`config.mk`:
```
export PLATFORM = sky130hd
export DESIGN_NAME = bft_leaf_retry_bank
export DESIGN_NICKNAME = d
export VERILOG_FILES = /design/src/rtl/bft_leaf_retry_bank.sv
export SDC_FILE = /design/constraint.sdc
export NUM_CORES = 2
export LEC_CHECK = 0
export BUFFER_PORTS_ARGS = -buffer_cell sky130_fd_sc_hd__buf_2
export CORE_AREA = 2 2 675 677
export DETAILED_ROUTE_END_ITERATION = 12
export DIE_AREA = 0 0 677 679
export PLACE_DENSITY_LB_ADDON = 0.25
export SYNTH_ARGS = -nofsm -noshare
export SYNTH_HDL_FRONTEND = slang
export SYNTH_SLANG_ARGS = --single-unit
```
`constraint.sdc`:
```
create_clock -name clk -period 4.3 [get_ports clk]
set_input_delay 0.645 -clock clk [delete_from_list [all_inputs] [get_ports clk]]
set_output_delay 0.645 -clock clk [all_outputs]
set_load 0.005 [all_outputs]
```
`src/rtl/bft_leaf_retry_bank.sv`:
```
// Leaf-side adapter between NUM_CH PEs and one BFT subtree switch.
// Per-channel retry FIFO, receive register and saturating resend counter.
module bft_leaf_retry_bank #(
    parameter int NUM_CH     = 8,
    parameter int payload_sz = 43,
    parameter int addr_sz    = 5,
    parameter int p_sz       = 1 + addr_sz + payload_sz,
    parameter int FIFO_DEPTH = 4,
    parameter int CNT_W      = 16
) (
    input  logic                       clk,
    input  logic                       reset,
    input  logic [NUM_CH-1:0]          pe_valid,
    output logic [NUM_CH-1:0]          pe_ready,
    input  logic [NUM_CH*(p_sz-1)-1:0] pe_data,
    output logic [NUM_CH*p_sz-1:0]     tree_out,
    input  logic [NUM_CH-1:0]          resend,
    input  logic [NUM_CH*p_sz-1:0]     tree_in,
    output logic [NUM_CH-1:0]          rx_valid,
    output logic [NUM_CH*(p_sz-1)-1:0] rx_data,
    input  logic [NUM_CH-1:0]          rx_ready,
    output logic [NUM_CH-1:0]          rx_overflow,
    output logic [NUM_CH*CNT_W-1:0]    resend_cnt,
    input  logic                       clr_cnt
);

    localparam int DW = p_sz - 1;
    localparam int PW = $clog2(FIFO_DEPTH);
    localparam logic [PW:0]      FULL_CNT = (PW + 1)'(FIFO_DEPTH);
    localparam logic [PW:0]      CNT_ONE  = (PW + 1)'(1);
    localparam logic [PW-1:0]    PTR_ONE  = PW'(1);
    localparam logic [CNT_W-1:0] RC_ONE   = CNT_W'(1);
    localparam logic [CNT_W-1:0] RC_MAX   = '1;

    for (genvar c = 0; c < NUM_CH; c++) begin : g_ch
        logic [DW-1:0]    mem [FIFO_DEPTH];
        logic [PW-1:0]    wr_ptr;
        logic [PW-1:0]    rd_ptr;
        logic [PW:0]      count;
        logic             empty;
        logic             full;
        logic             push;
        logic             pop;
        logic             pkt_v;
        logic             loadable;
        logic             rv;
        logic [DW-1:0]    rd;
        logic             ovf;
        logic [CNT_W-1:0] rcnt;

        assign empty    = (count == '0);
        assign full     = (count == FULL_CNT);
        assign push     = pe_valid[c] & pe_ready[c];
        assign pop      = ~empty & ~resend[c];
        assign pkt_v    = tree_in[c*p_sz + p_sz - 1];
        assign loadable = ~rv | rx_ready[c];

        assign pe_ready[c]                = ~full & ~reset;
        assign tree_out[c*p_sz +: p_sz]   = empty ? '0 : {1'b1, mem[rd_ptr]};
        assign rx_valid[c]                = rv;
        assign rx_data[c*DW +: DW]        = rd;
        assign rx_overflow[c]             = ovf;
        assign resend_cnt[c*CNT_W +: CNT_W] = rcnt;

        // FIFO storage: written on push, needs no reset since empty masks it
        always_ff @(posedge clk) begin
            if (push) begin
                mem[wr_ptr] <= pe_data[c*DW +: DW];
            end
        end

        // FIFO pointers and occupancy; head stays put while resend is high
        always_ff @(posedge clk) begin
            if (reset) begin
                wr_ptr <= '0;
                rd_ptr <= '0;
                count  <= '0;
            end else begin
                if (push) begin
                    wr_ptr <= wr_ptr + PTR_ONE;
                end
                if (pop) begin
                    rd_ptr <= rd_ptr + PTR_ONE;
                end
                unique case ({push, pop})
                    2'b10:   count <= count + CNT_ONE;
                    2'b01:   count <= count - CNT_ONE;
                    default: count <= count;
                endcase
            end
        end

        // Receive register with sticky drop flag
        always_ff @(posedge clk) begin
            if (reset) begin
                rv  <= 1'b0;
                rd  <= '0;
                ovf <= 1'b0;
            end else begin
                if (pkt_v) begin
                    if (loadable) begin
                        rd <= tree_in[c*p_sz +: DW];
                        rv <= 1'b1;
                    end
                end else if (rx_ready[c]) begin
                    rv <= 1'b0;
                end
                if (clr_cnt) begin
                    ovf <= 1'b0;
                end else if (pkt_v & ~loadable) begin
                    ovf <= 1'b1;
                end
            end
        end

        // Saturating count of rejected presentations
        always_ff @(posedge clk) begin
            if (reset || clr_cnt) begin
                rcnt <= '0;
            end else if (~empty && resend[c] && rcnt != RC_MAX) begin
                rcnt <= rcnt + RC_ONE;
            end
        end
    end

endmodule

```
======== After elaboration in Yosys (flattened, before gate mapping) ========
Memories as Yosys holds them, arrays and structs flattened. A register that Yosys moved wholly into a read port is not among the register bits.
Index checks and enable logic that the tools add are counted.
storage, ports and cells
  register bits ........................... 584
  bits in writable memories ............... 1536
  input bits .............................. 803
  output and inout bits ................... 928
  logic and storage cells ................. 355
  memories ................................ 8
memories
  name             depth  bits a word  read ports  clocked after memory_dff  wr ports  RTL line  RTL
  g_ch[0].mem      4      48           1           1                         1         36        logic [DW-1:0] mem [FIFO_DEPTH];
  g_ch[1].mem      4      48           1           1                         1         36
  g_ch[2].mem      4      48           1           1                         1         36
  g_ch[3].mem      4      48           1           1                         1         36
  g_ch[4].mem      4      48           1           1                         1         36
  g_ch[5].mem      4      48           1           1                         1         36
  2 more memories  --     --           --          --                        --        --
cells by class
  $add $sub $neg .......................... 40
  equality and inequality tests ........... 40
  mux-type cells .......................... 72
  bitwise operators ....................... 81
  reduce and logical (&&, ||, !) cells .... 58
operator list
  kind                                                    number
  2-to-1 mux 49 bit                                       8
  adder 16 x 1 -> 16 bit (second input constant)          8
  inequality test 16 bit (second input constant)          8
  one-hot mux 3 bit (2 select lines)                      8
  inverter 1 bit                                          41
  2-to-1 mux 1 bit                                        40
  adder 2 x 1 -> 2 bit (second input constant)            16
  AND 1 bit                                               32
  2-to-1 mux 2 bit                                        16
  AND reduction 2 bit                                     16
  nonzero test 2 bit                                      16
  adder 3 x 1 -> 3 bit (second input constant)            8
  == test 3 bit (second input constant)                   8
  logical NOT 3 bit                                       8
  subtractor 3 x 1 -> 3 bit (second input constant)       8
  == test 2 x 1 -> 1 bit (second input constant)          8
  == test 2 bit (second input constant)                   8
  logical AND 1 bit                                       16
  inequality test 2 x 1 -> 1 bit (second input constant)  8
  bitwise OR 1 bit                                        8
  OR reduction 2 bit                                      1
  logical OR 1 bit                                        1

======== Depth between registers and ports, before layout ========
  depth in word-level cells ............... 6
  depth in mapped cells ................... 10
  mapped depth without buffers ............ 9

======== Worst setup path after synthesis ========
Ideal clock, no wire load.
  path kind ............................... input to register
  start ................................... in reset
  end ..................................... mem g_ch[1].mem[0][0] (netlist bit) (enable)
  library setup time ...................... 0.410 ns
  arrival ................................. 2.587 ns
  data required time ...................... 3.890 ns
  path slack .............................. 1.303 ns
  stages on the path ...................... 3
  buffers on the path ..................... 1
  cells stage by stage .................... clkbuf_1 > a211oi_1 > and2_1
on the way
  cells in the longest elaborated chain, start to end .. 5
ends and longest elaborated chain
  element                                 RTL line  RTL
  start, declared                         12        input logic reset,
  inverter 1 bit                          58        assign pe_ready[c] = ~full & ~reset;
  AND 1 bit                               58
  AND 1 bit                               53        assign push = pe_valid[c] & pe_ready[c];
  2-to-1 mux 1 bit                        67        if (push) begin
  2-to-1 mux 1 bit (implied by the code)  68        mem[wr_ptr] <= pe_data[c*DW +: DW];
  end, declared                           36
No other way between the ends.

==> flow_summary.yaml <==
run_status:
  outcome: "completed"
setup_path:
  cp_num_buf_inv: 2
  r2r_slack_ns: 1.43
  cp_slowest_stage_delay_ns: 1.01
  crit_chain: "buf_4, mux4_2, nor2b_1, buf_2"
  arrival_ns: 3.09
  crit_path_start_kind: "flip-flop"
  cp_slowest_cell: "sky130_fd_sc_hd__dfxtp_2"
  r2r_cells: 4
  crit_family: "flip-flops"
  crit_required_ns: 3.65
  cell_count_along_the_critical_path: 4
  worstPathMaxFanout: 31
  kind_of_end_point_of_the_critical_path: "primary output"
  path_class: "flip-flop to primary output"
yosys:
  synth.ff_latch_count: 2136
  mappedNetlistNets: 6235
  post_synth_instance_area_sq_mm: 0.0815
  synth.top_cells.by_area: "sky130_fd_sc_hd__edfxtp_1 57%, sky130_fd_sc_hd__dfxtp_1 15%, sky130_fd_sc_hd__mux4_2 11%, sky130_fd_sc_hd__nand2_1 3.9%, sky130_fd_sc_hd__a21oi_1 3.1%"
  synthDominantAreaCellType: "sky130_fd_sc_hd__edfxtp_1"
  ys_seq_area_frac: 0.713
  fraction_of_post_synthesis_cell_area_in_the_top_cell_type_by_area: 0.566
  count_of_flip_flops_with_a_built_in_enable_after_synthesis: 1536
  post-synth-top-count-cell: "sky130_fd_sc_hd__edfxtp_1"
  number_of_warnings_reported_in_the_yosys_synthesis_log: 0
  netlist-cell-type-count: 51
  synth_common_cells: "1536 x sky130_fd_sc_hd__edfxtp_1, 848 x sky130_fd_sc_hd__nand2_1, 600 x sky130_fd_sc_hd__dfxtp_1"
  syn_avg_cell_area_sq_um: 15.2
  synth_flop_cell: "sky130_fd_sc_hd__edfxtp_1"
  post_synth_inst_count: 5376
  synthArstFlopShare: 0
sta:
  slew-limit-headroom: 0.238
  timing_hold_violations_final: 0
  worstMarginPinSlew_ns: 1.13
  fin_setup_tns_ns: 0
  report.final.setup_viol: 0
  timing.clock.skew_ns: 0.0612
  post-route-worst-setup-slack_ns: 0.570
  fmaxAchievable_mhz: 268
  grt_setup_unrepaired: "no"
  finalCritPeriodShare: 0.867
  final_period_minus_worst_setup_slack_ns: 3.73
  final-max-slew-violation-count: 0
clocking:
  clockBufferDepth: 4
  cts.htree.levels: 5
  post_cts.repair.setup_buffers: 0
  insertion_delay_ns: 0.92
  cts_inserted_buffers: 269
  ctsRootBufferMaster: "sky130_fd_sc_hd__clkbuf_16"
  number_of_resized_instances_in_the_post_cts_repair_step: 0
  clkSlewWorstSetupHoldPaths_ns: 0.06
  tritoncts_clock_tree: "yes"
  cts.sinks: 2136
route:
  dr.pass1.iters: 5
  drt_wl_total_microns: 426000
  detailroute.wirelength.met2_microns: 195000
  num_vias: 58600
  post_drt_via_cell_ratio: 4.13
  route.top_layer_used: "met5"
  antenna_violating_nets_post_route: 0
  wire_per_inst_microns: 30.0
  drt_drc_violations_left: 0
  met3WireLength_microns: 34200
  detail_route.iter0.violations: 4514
  m1WireLength_microns: 179000
power_and_ir_drop:
  power.density_mw_per_mm2: 543
  share_of_power_burned_in_registers: 0.394
  ir_drop_v: 0.000405
  swShare: 0.312
  power_switching_w: 0.0192
  power.share.clock: 0.366
  leakagePower_nw: 40.9
  design_internal_power_w: 0.0425
  power_frac_comb: 0.240
floorplan:
  die_height_microns: 679
  design.core.area_sq_mm: 0.452
  design.portCount: 1731
  floorplan.rows: 247
  floorplan.initialDensity: 0.180
  die_area_sq_mm: 0.460
  die_w_microns: 677
layout:
  layout_area_overhead_pct: 39.4
  post_route_cells_drive_above_1_share: 0.336
  multi_input_area_sq_mm: 0.0221
  final.fill_count: 47500
  finalNetCount: 8726
  seqCellArea_sq_mm: 0.0582
  finalInstanceArea_sq_mm: 0.114
placed_design:
  dp_worst_setup_slack_ns: 0.826
  port_bufs: 1730
  postPlaceCellArea_sq_mm: 0.0979
  hpwl_after_dpl_microns: 337000
  place.gp.congestion: 1.05
worst_hold_path:
  min_delay_path_depth: 3
  tightest_hold_check_type: "primary input to flip-flop"
global_routing:
  first_pass_grt_wire_length_microns: 557000
  total_overflow_reported_by_the_global_router: 0
  grt_usage: 0.178
  grt_max_degree: 108
  first_global_vias: 58700
  antenna_found_initial: 224
flow_run:
  cap_violations: 0
==> worst reg2reg max path, delay by kind of cell (launching register included) <==
family / cells / cell delay [ns]
AOI/OAI and AO/OA: 1 / 0.76
buffers and inverters: 1 / 0.36
DFF: 1 / 0.51
and+or+nand+nor: 2 / 0.91
==> area by class of cell <==
type / count / area share
clock buffer: 340 / 0.0630
antenna: 128 / 0.00282
timing repair buffer: 2525 / 0.147
tap: 5976 / 0.0658
clock inverter: 136 / 0.0137
multi-input combinational: 2857 / 0.194
sequential: 2136 / 0.512
inverter: 78 / 0.00258
==> kinds of logic (layout without fill, tap and decap cells) <==
group,count (synthesis),after routing,synth area share
other cells,0,128,0
xor+xnor,45,45,0.00483
simple gates,1690,1690,0.100
compound gates,658,658,0.0443
mux,408,408,0.109
buf+inv,383,3079,0.0190
flops,2136,2136,0.713
fa+ha+maj,56,56,0.00933
==> through the flow <==
step | utilization | hold slack (ns) | total power [W] | cells
2_1_floorplan | - | 0.438 | 0.0313 | 5376
3_3_place_gp | 0.217 | 0.440 | 0.0393 | 12900
3_5_place_dp | 0.217 | 0.445 | 0.0393 | 12900
4_1_cts | 0.251 | 0.000508 | 0.0630 | 14000
5_1_grt | 0.251 | 0.0326 | 0.0644 | 14100
6_report | 0.252 | 0.0918 | 0.0617 | 14200
==> cells in the final DEF, fill, tap and decap left out, types with 48 or more instances in the layout <==
cell                            synthesis  layout
sky130_fd_sc_hd__buf_2                 43    1729
sky130_fd_sc_hd__edfxtp_1            1536    1536
sky130_fd_sc_hd__nand2_1              848     848
sky130_fd_sc_hd__dlygate4sd3_1          0     670
sky130_fd_sc_hd__dfxtp_1              600     584
sky130_fd_sc_hd__a21oi_1              501     501
sky130_fd_sc_hd__mux4_2               384     384
sky130_fd_sc_hd__clkbuf_16              0     271
sky130_fd_sc_hd__nor2b_1              208     200
sky130_fd_sc_hd__and2_1               228     196
sky130_fd_sc_hd__diode_2                0     128
sky130_fd_sc_hd__nor2_1               119     118
sky130_fd_sc_hd__buf_4                 16      98
sky130_fd_sc_hd__inv_1                 78      75
sky130_fd_sc_hd__or3_1                 61      61
sky130_fd_sc_hd__clkbuf_1             225      57
sky130_fd_sc_hd__o31ai_1               56      54
sky130_fd_sc_hd__ha_1                  48      48
==> worst paths after layout <==
path | startpoint | end
max | flip-flop | tree_out[148]
min | tree_in[264] | g_ch[5].rd[19]
max reg2reg | g_ch[3].count[0] | g_ch[3].mem[0][16]
min reg2reg | g_ch[2].rd[24] | g_ch[2].rd[24]
==> flip-flops by register name, indices dropped and copies added, names as in the netlist, named ones only <==
| signal | flops |
|---|---|
| g_ch.count | 24 |
| g_ch.mem | 1536 |
| g_ch.ovf | 8 |
| g_ch.rcnt | 128 |
| g_ch.rd | 384 |
| g_ch.rd_ptr | 16 |
| g_ch.rv | 8 |
| g_ch.wr_ptr | 16 |
==> routing by layer <==
metal	vias to the layer above	track usage
met5	-	0
met4	70	0.0634
met3	633	0.0522
met2	2235	0.284
met1	30400	0.228
li1	25200	-
==> power groups by stage <==
stage	sequential, W	clock [W]	combinational [W]
4_1_cts	0.0243	0.0233	0.0153
6_report	0.0243	0.0226	0.0148
3_3_place_gp	0.0247	0	0.0146
5_1_grt	0.0245	0.0240	0.0159
3_5_place_dp	0.0248	0	0.0146
2_1_floorplan	0.0240	0	0.00727
==> repair_timing <==
item | CTS | global route
hold buffers | 670 | 0
hold endpoints to repair | 1821 | 0
endpoints found under the setup margin | 0 | 0
Power figures use the tool's default switching activity.
